File: src/rtl/fft_pkg.sv
// rtl/fft_pkg.sv - shared FFT types, constants and helpers
package fft_pkg;

    localparam int N_POINT = 16;

    typedef struct packed {
        logic signed [31:0] re;
        logic signed [31:0] im;
    } cplx64_t;

    typedef enum logic [1:0] {
        ST_EMPTY   = 2'd0,
        ST_PENDING = 2'd1,
        ST_LAUNCH  = 2'd2
    } fc_state_e;

    // Caller supplies the sample already sign-extended to 32 bits.
    function automatic cplx64_t sext_to_cplx(input logic signed [31:0] sample);
        cplx64_t c;
        c.re = sample;
        c.im = '0;
        return c;
    endfunction

endpackage

File: src/rtl/fft_frame_collector.sv
// rtl/fft_frame_collector.sv - assembles 16-sample frames and launches the FFT
module fft_frame_collector #(
    parameter int SAMPLE_W = 16,
    parameter int N_POINT  = 16
) (
    input  logic                clk,
    input  logic                rst,
    input  logic [SAMPLE_W-1:0] i_sample,
    input  logic                i_valid,
    input  logic                i_ready,
    output logic [63:0]         a_o,
    output logic [63:0]         b_o,
    output logic [63:0]         c_o,
    output logic [63:0]         d_o,
    output logic [63:0]         e_o,
    output logic [63:0]         f_o,
    output logic [63:0]         g_o,
    output logic [63:0]         h_o,
    output logic [63:0]         i_o,
    output logic [63:0]         j_o,
    output logic [63:0]         k_o,
    output logic [63:0]         l_o,
    output logic [63:0]         m_o,
    output logic [63:0]         n_o,
    output logic [63:0]         o_o,
    output logic [63:0]         p_o,
    output logic                o_start,
    output logic                o_overflow,
    output logic [3:0]          o_fill
);
    import fft_pkg::*;

    localparam logic [3:0] LAST_IDX = 4'(N_POINT - 1);

    logic [SAMPLE_W-1:0] fill_q [N_POINT];
    cplx64_t             frame_q [N_POINT];
    logic [3:0]          wr_idx_q, wr_idx_d;
    fc_state_e           state_q, state_d;
    logic                overflow_q, overflow_d;
    logic                pending;
    logic                blocked;
    logic                complete;
    logic                load;

    function automatic cplx64_t to_word(input logic [SAMPLE_W-1:0] s);
        return sext_to_cplx(32'($signed(s)));
    endfunction

    assign complete = i_valid && (wr_idx_q == LAST_IDX);
    assign load     = complete && !blocked;

    always_ff @(posedge clk or negedge rst) begin
        if (!rst) begin
            state_q <= ST_EMPTY;
        end else begin
            state_q <= state_d;
        end
    end

    // A completion in PENDING or LAUNCH is dropped, so LAUNCH never goes straight back to PENDING.
    always_comb begin
        state_d = state_q;
        case (state_q)
            ST_EMPTY:   if (load)    state_d = ST_PENDING;
            ST_PENDING: if (i_ready) state_d = ST_LAUNCH;
            ST_LAUNCH:               state_d = ST_EMPTY;
            default:                 state_d = ST_EMPTY;
        endcase
    end

    always_comb begin
        pending = 1'b0;
        o_start = 1'b0;
        case (state_q)
            ST_PENDING: pending = 1'b1;
            ST_LAUNCH:  o_start = 1'b1;
            default:    ;
        endcase
        blocked = pending | o_start;
    end

    always_comb begin
        wr_idx_d   = i_valid ? wr_idx_q + 4'd1 : wr_idx_q;
        overflow_d = overflow_q | (complete & blocked);
    end

    always_ff @(posedge clk or negedge rst) begin
        if (!rst) begin
            wr_idx_q   <= '0;
            overflow_q <= 1'b0;
        end else begin
            wr_idx_q   <= wr_idx_d;
            overflow_q <= overflow_d;
        end
    end

    always_ff @(posedge clk or negedge rst) begin
        if (!rst) begin
            for (int i = 0; i < N_POINT; i++) begin
                fill_q[i] <= '0;
            end
        end else if (i_valid) begin
            fill_q[wr_idx_q] <= i_sample;
        end
    end

    // The last slot bypasses the fill buffer so the frame is ready the same edge it completes.
    always_ff @(posedge clk or negedge rst) begin
        if (!rst) begin
            for (int i = 0; i < N_POINT; i++) begin
                frame_q[i] <= '0;
            end
        end else if (load) begin
            for (int i = 0; i < N_POINT - 1; i++) begin
                frame_q[i] <= to_word(fill_q[i]);
            end
            frame_q[N_POINT-1] <= to_word(i_sample);
        end
    end

    assign o_overflow = overflow_q;
    assign o_fill     = wr_idx_q;

    assign a_o = frame_q[0];
    assign b_o = frame_q[1];
    assign c_o = frame_q[2];
    assign d_o = frame_q[3];
    assign e_o = frame_q[4];
    assign f_o = frame_q[5];
    assign g_o = frame_q[6];
    assign h_o = frame_q[7];
    assign i_o = frame_q[8];
    assign j_o = frame_q[9];
    assign k_o = frame_q[10];
    assign l_o = frame_q[11];
    assign m_o = frame_q[12];
    assign n_o = frame_q[13];
    assign o_o = frame_q[14];
    assign p_o = frame_q[15];

endmodule

File: config.mk
export PLATFORM = sky130hd
export DESIGN_NAME = fft_frame_collector
export DESIGN_NICKNAME = d
export VERILOG_FILES = /design/src/rtl/fft_pkg.sv /design/src/rtl/fft_frame_collector.sv
export SDC_FILE = /design/constraint.sdc
export NUM_CORES = 1
export LEC_CHECK = 0
export CAP_MARGIN = 10
export CORE_AREA = 2 2 410 412
export CTS_CLUSTER_SIZE = 14
export DETAILED_ROUTE_END_ITERATION = 10
export DIE_AREA = 0 0 412 414
export GPL_TIMING_DRIVEN = 1
export PLACE_DENSITY = 0.42
export SYNTH_ARGS = -nofsm -noshare
export SYNTH_HDL_FRONTEND = slang
export SYNTH_SLANG_ARGS = --single-unit
File: constraint.sdc
create_clock -name clk -period 3.9 [get_ports clk]
set_clock_uncertainty 0.15 [all_clocks]
set_input_delay 0.585 -clock clk [delete_from_list [all_inputs] [get_ports clk]]
set_output_delay 0.585 -clock clk [all_outputs]
set_load 0.005 [all_outputs]
==> results of run 1 <==
## state kept, by name, summed over array words and instances, names as in the netlist, 16 cells and up
signal / flops
fill_q: 240
m_o: 16
k_o: 16
a_o: 16
l_o: 16
g_o: 16
c_o: 16
j_o: 16
i_o: 16
h_o: 16
d_o: 16
b_o: 16
p_o: 16
o_o: 16
f_o: 16
e_o: 16
n_o: 16
## final timing paths
check                              endpoint  slack (ns)
min in group asynchronous           p_o[44]        0.38
worst min register to register   o_overflow        0.32
worst min-delay path             o_overflow        0.32
worst max-delay path              o_fill[3]        0.90
worst max register to register  fill_q[151]        1.13
max in group asynchronous           j_o[43]        2.04
## Yosys cell counts (3+ instances only)
cell type	number	area, um2
sky130_fd_sc_hd__ha_1	9	112.6
sky130_fd_sc_hd__buf_2	6	30.03
sky130_fd_sc_hd__o21ai_0	3	15.01
sky130_fd_sc_hd__mux2_1	267	3007
sky130_fd_sc_hd__nand4_2	3	37.54
sky130_fd_sc_hd__mux2_2	189	2128
sky130_fd_sc_hd__dfrtp_1	503	12590
sky130_fd_sc_hd__buf_4	773	5803
sky130_fd_sc_hd__buf_6	25	281.5
sky130_fd_sc_hd__nand2_1	5	18.77
sky130_fd_sc_hd__mux2_4	40	600.6
sky130_fd_sc_hd__inv_1	7	26.28
sky130_fd_sc_hd__buf_8	12	180.2
sky130_fd_sc_hd__nor3_4	4	65.06
sky130_fd_sc_hd__clkbuf_1	16	60.06
sky130_fd_sc_hd__nand3_4	8	140.1
## kinds of logic after synthesis
kind of cell	synth area share [%]
buf+inv	25.31
simple gates	1.324
other cells	0.01486
fa+ha+maj	0.4463
compound gates	0.1884
flops	49.88
xor+xnor	0.1041
mux	22.73
## layout by cell type, fill, tap and decap left out, types with 2 or more instances in the layout
cell | Yosys | final
sky130_fd_sc_hd__diode_2 | 0 | 7
sky130_fd_sc_hd__clkinv_2 | 0 | 10
sky130_fd_sc_hd__ha_1 | 9 | 9
sky130_fd_sc_hd__nor2b_1 | 2 | 2
sky130_fd_sc_hd__conb_1 | 1 | 512
sky130_fd_sc_hd__o32ai_1 | 2 | 2
sky130_fd_sc_hd__bufinv_16 | 0 | 4
sky130_fd_sc_hd__buf_4 | 773 | 37
sky130_fd_sc_hd__o21ai_0 | 3 | 3
sky130_fd_sc_hd__nor3_4 | 4 | 4
sky130_fd_sc_hd__mux2_1 | 267 | 267
sky130_fd_sc_hd__nand3_4 | 8 | 8
sky130_fd_sc_hd__nand4_2 | 3 | 3
sky130_fd_sc_hd__clkbuf_16 | 0 | 59
sky130_fd_sc_hd__clkbuf_1 | 16 | 5
sky130_fd_sc_hd__buf_2 | 6 | 7
sky130_fd_sc_hd__clkinv_4 | 0 | 2
sky130_fd_sc_hd__clkbuf_8 | 0 | 22
sky130_fd_sc_hd__xnor2_1 | 2 | 2
sky130_fd_sc_hd__dfrtp_1 | 503 | 503
sky130_fd_sc_hd__clkinv_16 | 0 | 2
sky130_fd_sc_hd__clkinvlp_4 | 0 | 3
sky130_fd_sc_hd__inv_1 | 7 | 7
sky130_fd_sc_hd__mux2_2 | 189 | 189
sky130_fd_sc_hd__nand2_1 | 5 | 5
sky130_fd_sc_hd__mux2_4 | 40 | 40
sky130_fd_sc_hd__clkdlybuf4s50_1 | 0 | 529
sky130_fd_sc_hd__inv_6 | 0 | 3
sky130_fd_sc_hd__buf_12 | 0 | 9
## power groups by stage
stage                     clock network [mW]  logic, mW  registers, mW
after CTS                               6.13       7.12           8.87
final                                   5.88       6.94           8.78
after global routing                    6.33       7.54           9.12
after global placement                     0       7.05           8.93
after floorplan                            0       4.27           8.35
after detailed placement                   0       7.08           8.94
## per-layer routing
layer	vias to the layer above	GRT usage, %
li1	5660	-
met1	6661	10.41
met2	540	13.49
met3	79	2.477
met4	2	1.819
met5	-	0
## cell type report
class / count / area [um2]
Inverter: 7 / 26.28
Tap cell: 2204 / 2758
Clock inverter: 25 / 316.6
Antenna cell: 7 / 17.52
Fill cell: 18062 / 134800
Multi-Input combinational cell: 1054 / 8178
Clock buffer: 86 / 1798
Timing Repair Buffer: 584 / 5813
Sequential cell: 503 / 12590
## through the flow
step                hold WS (ns)  area (um2)  std cells  utilization, %
floorplan                 0.1394       27150       2397               -
global route              0.3344       31480       4463           18.93
finish                    0.3243       31490       4470           18.94
global placement          0.3155       29350       4351           17.65
CTS                       0.3193       31480       4463           18.93
detailed placement        0.3150       29350       4351           17.65
==> Implementation_results.wiki, run 1 <==
{| class="wikitable"
! Metric !! Value
|-
| Outcome || complete, no violations
|-
| Clock root buffer || sky130_fd_sc_hd__clkbuf_16
|-
| CTS tree || built
|-
| Weighted congestion at the end of routability-driven global placement || 0.6678
|-
| Worst endpoint required time || 3.16 ns
|-
| Cells on Worst Hold Path || 1
|-
| Number of standard-cell rows in the floorplan || 150
|-
| M1 WL || 31.19 mm
|-
| Via count of the first global-routing pass || 12784
|-
| Remaining max-slew budget at the tightest pin || 40.24%
|-
| Highest routed layer || met5
|-
| Stages on the worst setup path || 1
|-
| Final Max Slew Viols || 0
|-
| Syn_area_per_cell || 13.38 um2
|-
| Share of power burned in registers || 40.6%
|-
| Number of maximum-capacitance violations || 0
|-
| Maximum achievable frequency || 332.8 MHz
|-
| Combinational share of power || 32.1%
|-
| Bufs and invs on worst path || 1
|-
| Class of the tightest hold or removal check || reg -> reg
|-
| Insertion delay to the later sink of the worst-skew pair || 0.68 ns
|-
| Asr flop ratio synth || 100.0%
|-
| Total power consumption of the routed design || 21.60 mW
|-
| Final WS setup || 0.8953 ns
|-
| Data arrival time of the worst path || 2.27 ns
|-
| Worst reg2reg path depth || 3
|-
| Startpoint type of the worst setup path || flop
|-
| Number of warnings printed during yosys synthesis || 0
|-
| DRT antenna net count || 0
|-
| Synth Flop Type || sky130_fd_sc_hd__dfrtp_1
|-
| Overflow left after global routing || 0
|-
| Area Overhead vs Synth || 24.81%
|-
| Area of the die || 170600 um2
|-
| Post-DP HPWL || 51.92 mm
|-
| Horizontal die dimension || 412 um
|-
| Global routing usage summed across all routing layers || 8.172%
|-
| Layout Nets || 2238
|-
| Unrepaired setup endpoints after global routing || no
|-
| Power spent charging and discharging nets || 6.348 mW
|-
| Seq cells post-synth || 503
|-
| Maximum VDD drop || 0.3983 mV
|-
| Cell-by-cell trace of the critical path || clkdlybuf4s50_1
|-
| Num Clock Sinks || 503
|-
| Maximum fanout along the worst path || 12
|-
| CP max stage delay || 0.85 ns
|-
| Sum of met2 wire segment lengths after detailed routing || 34.95 mm
|-
| Total of buffers placed on input and output ports || 537
|-
| Number of H-tree levels || 2
|-
| Pre-CTS worst setup slack || 0.8206 ns
|-
| DR WL/cell || 16.23 um
|-
| CTS buffer count || 59
|-
| Total wirelength of the detailed-routed design || 72.53 mm
|-
| Count of final hold-check violations || 0
|-
| Num ports || 1050
|-
| Total standard cell area after synthesis || 25230 um2
|-
| Sum of negative setup slack || 0 ns
|-
| Largest net degree at the start of global routing || 92
|-
| DRC violation count after routing || 0
|-
| Initial antenna violation count || 8
|-
| Initial standard-cell utilization of the core || 15.17%
|-
| Internal cell power || 15.25 mW
|-
| Min-Delay Startpoint || o_overflow
|-
| Yosys cell types || 29
|-
| Category of cells accounting for the largest share of critical-path delay || flip-flops
|-
| Height of the chip || 414 um
|-
| Sequential-to-total area share from yosys stat || 49.88%
|-
| Fraction of power spent switching nets || 29.39%
|-
| First-pass GRT wire length || 101.2 mm
|-
| LEAKAGE || 14.39 nW
|-
| Setup fix buffers added after clock tree synthesis || 0
|-
| Detailed-routing iteration count for the pre-antenna-repair pass || 4
|-
| Clk slew on worst S/H paths || 0.06 ns
|-
| Number of vias in the routed layout || 12942
|-
| Cell count after synthesis || 1886
|-
| Highest-delay cell along the critical path || sky130_fd_sc_hd__dfrtp_1
|-
| Post-synth EDFFs || 0
|-
| Startpoint of the lowest-slack register-to-register path || o_fill[3]
|-
| Proportion of layout cells with a drive suffix above 1 || 17.97%
|-
| Hold-fix buffer count after cts || 1
|-
| Slew at the pin closest to its max-slew limit || 0.8964 ns
|-
| DRC violation total after the first TritonRoute iteration || 390
|-
| Time the worst path needs with I/O delays and setup || 3.005 ns
|-
| Ratio of total power to cell area || 685.9 nW/um2
|-
| Setup violation total in the final timing report || 0
|-
| Resized Gates After CTS || 0
|-
| Met3 Routed Length || 5.003 mm
|-
| Vias per cell || 2.895
|-
| Type of destination of the critical path || primary output
|-
| Maximum root-to-sink buffer count || 3
|-
| Tcrit/Tclk final || 77.04%
|-
| Worst setup path start || o_fill[3]
|-
| Core region area || 166300 um2
|-
| Critical path class || reg -> out
|-
| Power share of the clock group || 27.2%
|}
No activity file was read; power rests on OpenSTA's default activity.
==> run 2: changes to the inputs <==
- CORE_AREA: 2 2 410 412 -> 2 2 411 413
- DIE_AREA: 0 0 412 414 -> 0 0 413 415
- clock period: 3.9 -> 2.77 ns (I/O delays scaled with it)
==> run 2 against run 1 <==
Effect of this change: non-clock buffer count is 20 higher; first-iteration DRC count is 8.2% lower; sequential cell count stayed put; die area is 0.48% higher; combinational power is 42% higher; total power is 41% higher; highest routed layer is now met4; utilization is 0.10 points higher; worst setup slack worse by 0.76 ns; count of clock-buffer cells in the layout is 2 lower; global-route usage is 0.21 points lower; critical endpoint unchanged.
==> Implementation_results.wiki, run 2 (synthesized netlist as in run 1, its figures left out) <==
{| class="wikitable"
! Metric !! Value
|-
| Area of the die || 171400 um2 (was 170600 um2)
|-
| Combined flip-flop and latch cell area || 12600 um2 (was 12590 um2)
|-
| DR WL/cell || 15.92 um (was 16.23 um)
|-
| Total wirelength of the detailed-routed design || 71.35 mm (was 72.53 mm)
|-
| DRC violation count after routing || 0 (unchanged)
|-
| CTS buffer count || 60 (was 59)
|-
| Post-place instance area || 29630 um2 (was 29350 um2)
|-
| Data arrival time of the worst path || 2.07 ns (was 2.27 ns)
|-
| Setup violation total in the final timing report || 0 (unchanged)
|-
| Type of destination of the critical path || primary output (unchanged)
|-
| Via count of the first global-routing pass || 12825 (was 12784)
|-
| Most common library cell in the layout ignoring fill and taps || sky130_fd_sc_hd__clkdlybuf4s50_1 (unchanged)
|-
| DRT antenna net count || 0 (unchanged)
|-
| Most utilized layer in the global route result || met2 (unchanged)
|-
| Detailed-routing iteration count for the pre-antenna-repair pass || 4 (unchanged)
|-
| Maximum achievable frequency || 379.2 MHz
|-
| Outcome || complete, no violations (unchanged)
|-
| Num Clock Sinks || 503 (unchanged)
|-
| Ratio of total power to cell area || 958.6 nW/um2 (was 685.9 nW/um2)
|-
| Number of standard-cell rows in the floorplan || 150 (unchanged)
|-
| Power share of the clock group || 27.1% (was 27.2%)
|-
| Maximum fanout along the worst path || 8 (was 12)
|-
| Area Overhead vs Synth || 25.78% (was 24.81%)
|-
| Remaining max-slew budget at the tightest pin || 41.04% (was 40.24%)
|-
| Horizontal die dimension || 413 um (was 412 um)
|-
| Class of the tightest hold or removal check || in -> async (was reg -> reg)
|-
| CTS tree || built (unchanged)
|-
| Startpoint type of the worst setup path || flop (unchanged)
|-
| Global routing usage on met3 || 2.474% (was 2.477%)
|-
| Slew at the pin closest to its max-slew limit || 0.8817 ns (was 0.8964 ns)
|-
| Clk slew on worst S/H paths || 0.07 ns (was 0.06 ns)
|-
| LEAKAGE || 14.49 nW (was 14.39 nW)
|-
| Share of power burned in registers || 40.5% (was 40.6%)
|-
| Vias per cell || 2.907 (was 2.895)
|-
| Initial standard-cell utilization of the core || 15.14% (was 15.17%)
|-
| Combined area of the multi-input logic cells || 8178 um2 (unchanged)
|-
| Sum of negative setup slack || 0 ns (unchanged)
|-
| Highest-count cells in the layout ignoring fill and taps || 529 x sky130_fd_sc_hd__clkdlybuf4s50_1, 512 x sky130_fd_sc_hd__conb_1, 494 x sky130_fd_sc_hd__dfrtp_1 (was 529 x sky130_fd_sc_hd__clkdlybuf4s50_1, 512 x sky130_fd_sc_hd__conb_1, 503 x sky130_fd_sc_hd__dfrtp_1)
|-
| Internal cell power || 21.59 mW (was 15.25 mW)
|-
| Met2 track demand over resource || 13.19% (was 13.49%)
|-
| Final Cell Area || 31740 um2 (was 31490 um2)
|-
| Initial antenna violation count || 7 (was 8)
|-
| First-pass GRT wire length || 99.45 mm (was 101.2 mm)
|-
| Final Util || 19.04% (was 18.94%)
|-
| Final Max Slew Viols || 0 (unchanged)
|-
| Proportion of layout cells with a drive suffix above 1 || 18.65% (was 17.97%)
|-
| Fillcell total || 18056 (was 18062)
|-
| Power spent charging and discharging nets || 8.834 mW (was 6.348 mW)
|-
| Insertion delay to the later sink of the worst-skew pair || 0.69 ns (was 0.68 ns)
|-
| Post-DP HPWL || 51.53 mm (was 51.92 mm)
|-
| Weighted congestion at the end of routability-driven global placement || 0.6613 (was 0.6678)
|-
| Fraction of power spent switching nets || 29.03% (was 29.39%)
|-
| Number of H-tree levels || 2 (unchanged)
|-
| Critical path class || reg -> out (unchanged)
|-
| Unrepaired setup endpoints after global routing || no (unchanged)
|-
| Count of final hold-check violations || 0 (unchanged)
|-
| Number of vias in the routed layout || 13031 (was 12942)
|-
| Core region area || 166700 um2 (was 166300 um2)
|-
| Maximum VDD drop || 0.5995 mV (was 0.3983 mV)
|-
| DRC violation total after the first TritonRoute iteration || 358 (was 390)
|-
| Setup fix buffers added after clock tree synthesis || 0 (unchanged)
|-
| Overflow left after global routing || 0 (unchanged)
|-
| Worst endpoint required time || 2.20 ns (was 3.16 ns)
|-
| Largest net degree at the start of global routing || 78 (was 92)
|-
| Time the worst path needs with I/O delays and setup || 2.637 ns
|-
| Height of the chip || 415 um (was 414 um)
|-
| Most flop-heavy register || fill_q (unchanged)
|-
| Combinational share of power || 32.3% (was 32.1%)
|-
| Number of maximum-capacitance violations || 0 (unchanged)
|-
| Tcrit/Tclk final || 95.20%
|-
| Num ports || 1050 (unchanged)
|-
| Max FFs per register || 240 (unchanged)
|-
| Worst setup path start || o_fill[3] (unchanged)
|-
| Clock root buffer || sky130_fd_sc_hd__clkbuf_16 (unchanged)
|-
| Layout Nets || 2259 (was 2238)
|-
| Startpoint of the lowest-slack register-to-register path || o_fill[2] (was o_fill[3])
|-
| Global routing usage summed across all routing layers || 7.958% (was 8.172%)
|-
| Maximum root-to-sink buffer count || 3 (unchanged)
|-
| Global Route met1 Usage || 10.09% (was 10.41%)
|-
| Total of buffers placed on input and output ports || 537 (unchanged)
|}
[run 2: cell count changes in the layout (fill, tap and decap cells not counted), sizes merged]
cell,delta
clkbuf,-2
inv,-2
diode,-2
buf,+20
clkinv,-4
bufinv,+2
[run 2: cell type report]
class                           count  area share (%)
Inverter                            7         0.08278
Sequential cell                   503           39.69
Multi-Input combinational cell   1054           25.77
Antenna cell                        5         0.03942
Clock buffer                       84           5.456
Clock inverter                     21           1.092
Tap cell                         2204           8.688
Timing Repair Buffer              604           19.18
[run 2: power by group through the flow]
stage	registers, mW	clock network, mW	logic [mW]
floorplan	11.8	0	6.01
global placement	12.5	0	10.0
detailed placement	12.5	0	10.0
CTS	12.5	8.58	10.1
global route	12.8	8.91	10.7
finish	12.3	8.26	9.84
[run 2: critical path, stage by stage, from the launching register on]
cell                              delay (ns)
sky130_fd_sc_hd__dfrtp_2                0.53
sky130_fd_sc_hd__buf_4                  0.24
sky130_fd_sc_hd__clkdlybuf4s50_1        0.62
[run 2: path summary, 6_finish.rpt]
kind,endpoint,slack (ns),cells past startpoint
worst max-delay path,o_fill[3],0.13,2
worst min-delay path,a_o[38],0.10,2
worst max register to register,fill_q[116],0.45,4
worst min register to register,i_o[41],0.31,1
max in group asynchronous,h_o[37],1.37,4
min in group clk,p_o[35],0.20,2
[run 2: per-stage QoR]
step | setup WS, ns | power, mW | cells | hold slack, ns
2_1_floorplan | 0.7611 | 17.77 | 2397 | -0.03009
3_3_place_gp | 0.2565 | 22.53 | 4371 | 0.2373
3_5_place_dp | 0.2193 | 22.58 | 4371 | 0.2390
4_1_cts | 0.008438 | 31.13 | 4477 | 0.06579
5_1_grt | 0.001182 | 32.40 | 4477 | 0.1114
6_report | 0.1328 | 30.42 | 4482 | 0.1040
[run 2: metal layers]
metal	vias up	part of all wire [%]	wire length, um
li1	5668	-	-
met1	6750	42	30070
met2	552	49	34750
met3	61	7.6	5439
met4	0	1.5	1099
met5	-	0	0
[run 2: timing repair]
item                                    in CTS  in global routing
endpoints found under the setup margin     110                  1
endpoints found under the hold margin      213                  0
pin swaps                                    0                  0
resized for setup                            8                  1
hold buffers                                 1                  0
